### src/rtl/dm_log_pkg.sv
// dm_log_pkg: shared FSM state and trace-entry types for dm_write_logger
package dm_log_pkg;
  localparam int DM_LOG_N = 64;
  localparam int DM_LOG_SEQ_W = 16;
  typedef enum logic [1:0] {CAPTURE, DRAIN, DONE} dm_log_state_t;
  typedef struct packed {
    logic [DM_LOG_N-1:0]     addr;
    logic [DM_LOG_N-1:0]     data;
    logic [DM_LOG_SEQ_W-1:0] seq;
  } dm_log_entry_t;
endpackage

### src/rtl/dm_log_fifo.sv
// dm_log_fifo: circular trace storage; a push into a full buffer overwrites the oldest entry
module dm_log_fifo import dm_log_pkg::*; #(
  parameter int DEPTH = 16,
  localparam int AW = $clog2(DEPTH),
  localparam int CW = AW + 1
) (
  input  logic          clk,
  input  logic          rst,
  input  logic          push,
  input  logic          pop,
  input  dm_log_entry_t wdata,
  output dm_log_entry_t rdata,
  output logic [CW-1:0] count,
  output logic          full
);
  dm_log_entry_t mem [DEPTH];
  logic [AW-1:0] wp, rp;
  logic do_pop;
  assign full = count == CW'(DEPTH);
  assign do_pop = pop && count != '0;
  assign rdata = mem[rp];
  always_ff @(posedge clk) begin
    if (push) mem[wp] <= wdata;
  end
  always_ff @(posedge clk) begin
    if (rst) begin
      wp <= '0;
      rp <= '0;
      count <= '0;
    end else begin
      if (push) wp <= wp + 1'b1;
      if (do_pop || (push && full)) rp <= rp + 1'b1;
      if (push && !do_pop && !full) count <= count + 1'b1;
      else if (do_pop && !push) count <= count - 1'b1;
    end
  end
endmodule

### src/rtl/dm_write_logger.sv
// dm_write_logger: snoops data-memory stores into a circular trace and drains them on dump.
// Define DM_LOG_FILTER_EN to log only stores with LO_ADDR <= DM_addr <= HI_ADDR.
module dm_write_logger import dm_log_pkg::*; #(
  parameter int N = DM_LOG_N,
  parameter int DEPTH = 16,
  parameter int SEQ_W = DM_LOG_SEQ_W,
  parameter logic [N-1:0] LO_ADDR = '0,
  parameter logic [N-1:0] HI_ADDR = '1,
  localparam int CW = $clog2(DEPTH) + 1
) (
  input  logic             CLOCK_50,
  input  logic             reset,
  input  logic             DM_writeEnable,
  input  logic [N-1:0]     DM_addr,
  input  logic [N-1:0]     DM_writeData,
  input  logic             dump,
  output logic             out_valid,
  input  logic             out_ready,
  output logic [N-1:0]     out_addr,
  output logic [N-1:0]     out_data,
  output logic [SEQ_W-1:0] out_seq,
  output logic [CW-1:0]    count,
  output logic             overflow,
  output logic             busy
);
  dm_log_state_t state, state_n;
  logic [SEQ_W-1:0] seq;
  logic in_win, push, pop, lost, full;
  dm_log_entry_t wdata, rdata;
`ifdef DM_LOG_FILTER_EN
  assign in_win = DM_addr >= LO_ADDR && DM_addr <= HI_ADDR;
`else
  logic unused_win;
  assign unused_win = ^{LO_ADDR, HI_ADDR};
  assign in_win = 1'b1;
`endif
  assign push = state == CAPTURE && DM_writeEnable && in_win;
  assign lost = state == DRAIN && DM_writeEnable && in_win;
  assign out_valid = state == DRAIN && count != '0;
  assign pop = out_valid && out_ready;
  assign busy = state != CAPTURE;
  assign wdata = '{addr: DM_LOG_N'(DM_addr), data: DM_LOG_N'(DM_writeData), seq: DM_LOG_SEQ_W'(seq)};
  // Fields read as zero whenever no entry is being offered.
  assign out_addr = out_valid ? N'(rdata.addr) : '0;
  assign out_data = out_valid ? N'(rdata.data) : '0;
  assign out_seq = out_valid ? SEQ_W'(rdata.seq) : '0;
  dm_log_fifo #(.DEPTH(DEPTH)) fifo (
    .clk(CLOCK_50), .rst(reset), .push(push), .pop(pop),
    .wdata(wdata), .rdata(rdata), .count(count), .full(full)
  );
  always_comb begin
    state_n = state;
    state_n = state == CAPTURE ? (dump ? DRAIN : CAPTURE) :
              state == DRAIN   ? (count == '0 ? DONE : DRAIN) :
                                 (dump ? DONE : CAPTURE);
  end
  always_ff @(posedge CLOCK_50) begin
    if (reset) begin
      state <= CAPTURE;
      seq <= '0;
      overflow <= 1'b0;
    end else begin
      state <= state_n;
      if (push) seq <= seq + 1'b1;
      if (state == DONE && !dump) overflow <= 1'b0;
      else if ((push && full) || lost) overflow <= 1'b1;
    end
  end
endmodule

### config.mk
export PLATFORM = sky130hd
export DESIGN_NAME = dm_write_logger
export DESIGN_NICKNAME = d
export VERILOG_FILES = /design/src/rtl/dm_log_pkg.sv /design/src/rtl/dm_log_fifo.sv /design/src/rtl/dm_write_logger.sv
export SDC_FILE = /design/constraint.sdc
export NUM_CORES = 2
export LEC_CHECK = 0
export ABC_AREA = 1
export CELL_PAD_IN_SITES_DETAIL_PLACEMENT = 1
export CELL_PAD_IN_SITES_GLOBAL_PLACEMENT = 1
export CORE_AREA = 2 2 614 616
export CTS_CLUSTER_SIZE = 14
export DETAILED_ROUTE_END_ITERATION = 8
export DIE_AREA = 0 0 616 618
export PLACE_DENSITY_LB_ADDON = 0.1
export SYNTH_ARGS = -nofsm -noshare
export SYNTH_HDL_FRONTEND = slang
export SYNTH_SLANG_ARGS = --single-unit
export TNS_END_PERCENT = 10
### constraint.sdc
create_clock -name CLOCK_50 -period 10.15 [get_ports CLOCK_50]
set_input_delay 1.015 -clock CLOCK_50 [delete_from_list [all_inputs] [get_ports CLOCK_50]]
set_output_delay 1.015 -clock CLOCK_50 [all_outputs]
set_load 0.005 [all_outputs]
==> impl_metrics.json <==
{
  "syn_area_um2": 93140,
  "critPathMaxFanout": 128,
  "die_x_um": 616,
  "ys_seq_elements": 2340,
  "vias": 60710,
  "yosysWarnings": 0,
  "setup.worst_path.end_class": "output port",
  "totalWireLength_um": 332000,
  "path_cells": "inv_8, buf_4, buf_4, nand2_1, nand2_1, nand2_1, o211ai_1, nand3_1, a21oi_1, clkdlybuf4s50_1",
  "finalCritPeriodShare_pct": 61.65,
  "die_area_um2": 380700,
  "fin_tns_setup_ns": 0,
  "cp_num_buf_inv": 4,
  "clock_latency_ns": 0.91,
  "cts_setup_buffers": 0,
  "numPortBuffers": 284,
  "r2r_start": "state[1]",
  "maxSlewHeadroom_pct": 8.490,
  "nNetsFinal": 8036,
  "cts_tree": "yes",
  "crit_path_top_delay_cell": "buf_4",
  "setup_viol": 0,
  "power_density_nw_per_um2": 213.6,
  "hold_viol_final": 0,
  "drt-initial-drc-count": 3816,
  "synth_async_sr_flop_share_pct": 0,
  "critPathLaunchType": "flip-flop",
  "ys_seq_area_share_pct": 75.06,
  "drc": 0,
  "worstHoldPathType": "flip-flop to flip-flop",
  "worstPathRequired_ns": 9.14,
  "slew_violations": 0,
  "coreArea_um2": 374100,
  "first_pass_iters": 5,
  "path_common_cell": "nand2_1",
  "via_per_inst": 4.627,
  "overflow": 0,
  "dpl_cell_area_um2": 101400,
  "grt_first_pass_wirelength_um": 475500,
  "rsz0062_at_grt": "false",
  "worst_pin_slew_ns": 1.373,
  "grtUsageTotal_pct": 17.08,
  "critPathArrivalTime_ns": 5.24,
  "synthToLayoutAreaGrowth_pct": 18.35,
  "n_fill_cell": 40290,
  "clk_pin_slew_ns": 0.06,
  "r2r_slack_ns": 6.07,
  "netlist_instances": 7701,
  "yosysUniqueCellTypes": 25,
  "numCtsBuffers": 291,
  "cts_resized": 0,
  "start_util_pct": 24.89,
  "worstRegToRegCells": 7,
  "worstHoldStart": "fifo.wp[2]",
  "cellLeakagePower_nw": 36.36,
  "dp_slack_ns": 4.701,
  "rows": 225,
  "drive_above_1_share_pct": 6.305,
  "synth-main-ff-cell": "edfxtp_1",
  "gp_congestion": 0.6888,
  "critPathTopFamily": "buffers and inverters",
  "synth_area_per_cell_um2": 12.09,
  "max-clock-path-buffers": 4,
  "worstSetupPathType": "flip-flop to output port",
  "cts.sinks": 2340,
  "setup_slack_ns": 3.892,
  "peakVddDrop_v": 0.0001078,
  "design_area_um2": 110200,
  "antenna_found_initial": 34,
  "cts_root_buf": "clkbuf_16",
  "hold_end": "fifo.wp[2]",
  "final_core_util_pct": 29.46,
  "synth_edf_count": 2304,
  "wl_per_cell_um": 25.30,
  "critical-path-max-stage-delay_ns": 0.81,
  "syn_nets": 7844,
  "timing.rr.end": "fifo.mem[1][140]",
  "dp_hpwl_um": 158500,
  "die_h_um": 618,
  "grt_max_degree": 191,
  "finalCriticalPeriod_ns": 6.258,
  "fmax_mhz": 159.8,
  "postRouteAntennaNets": 0,
  "drv_cap": 0,
  "io_pins": 285,
  "grt_pass1_vias": 64240,
  "finClkSkew_ns": 0.03332,
  "hold_buffers": 0,
  "status": "completed",
  "htreeDepth": 5,
  "whs_path_depth": 2
}
[state kept, by name (all words and copies together), names as in the netlist, named ones only]
register and count:
fifo.count 5, overflow 1, fifo.wp 4, fifo.rp 4, state 2, fifo.mem 2304
seq 16
[per-layer routing]
metal  wire [um]  share of wire, %  vias up  global-route usage (%)
met3       10420               3.1      411                   2.368
met5          76             0.023        -                       0
li1            -                 -    27740                       -
met1      157000                47    31680                   23.38
met4        6682               2.0       12                   3.567
met2      157900                48      862                   28.75
[synth_stat cells, types with 9 or more instances]
master    instances  area, um2
a21oi_1         170      850.8
buf_4            15      112.6
inv_1            57      214.0
buf_1            70      262.8
o211ai_1         47      352.8
dfxtp_1          36      720.7
nor2_1         1958       7350
nand3_1         835       4179
buf_2           185      925.9
o21ai_1         389       1947
o21ai_0         585       2928
ha_1              9      112.6
edfxtp_1       2304      69190
nand2_1         790       2965
clkbuf_1        224      840.8
[where the power goes]
group          total (mW)  switching, mW  internal (mW)
Clock                9.84           4.17           5.66
Sequential           10.9         0.0718           10.8
Combinational        2.83           2.03          0.801
[stage by stage]
stage / cells / hold slack (ns) / power [mW]
2_1_floorplan: 7701 / 0.4656 / 12.73
3_3_place_gp: 12590 / 0.4862 / 14.00
3_5_place_dp: 12590 / 0.5036 / 14.01
4_1_cts: 13120 / 0.5147 / 24.02
5_1_grt: 13120 / 0.5378 / 24.61
6_report: 13120 / 0.5101 / 23.55
[logic make-up after synthesis]
group                      after synthesis  share of synthesized area, %
xor gates and xnor gates                 4                       0.03762
and+or+nand+nor                       3596                         15.64
AOI/OAI and AO/OA                     1193                         6.542
buffers and inverters                  558                         2.582
adders and majority gates               10                        0.1424
DFF                                   2340                         75.06
[worst max-delay path by stage]
stage | from | endpoint | slack (ns) | cells after the start
2_1_floorplan | DM_writeEnable | fifo.mem[11][0] | 2.08 | 5
3_3_place_gp | flip-flop | out_addr[9] | 4.63 | 10
3_5_place_dp | flip-flop | out_addr[9] | 4.70 | 10
4_1_cts | flip-flop | out_addr[2] | 3.69 | 10
5_1_grt | flip-flop | out_addr[2] | 3.52 | 10
6_report | flip-flop | out_addr[2] | 3.89 | 10
[cell type report]
class / instances / area [um2] / share of cell area, %
Sequential cell: 2340 / 69920 / 63.43
Multi-Input combinational cell: 4803 / 20960 / 19.01
Clock buffer: 364 / 7756 / 7.036
Tap cell: 4994 / 6248 / 5.668
Timing Repair Buffer: 396 / 3996 / 3.625
Clock inverter: 157 / 1077 / 0.9773
Inverter: 61 / 259.0 / 0.2350
Antenna cell: 7 / 17.52 / 0.01589
[layout by cell type, fill, tap and decap left out, drive strengths merged]
cell type         n
a211oi            1
a21oi           170
and3              1
buf             112
bufinv           10
clkbuf          364
clkdlybuf4s50   284
clkinv          136
clkinvlp          3
dfxtp            36
diode             7
edfxtp         2304
fa                1
ha                9
inv              69
nand2           790
nand3           835
nand4             6
nor2           1958
nor3              6
o211ai           47
o21a              1
o21ai           974
xnor2             2
xor2              2
[tightest hold or removal path, stage by stage, from the launching register on]
cell,delay (ns)
dfxtp_1,0.33
nand2_1,0.07
a21oi_1,0.06
Power figures use the tool's default switching activity.
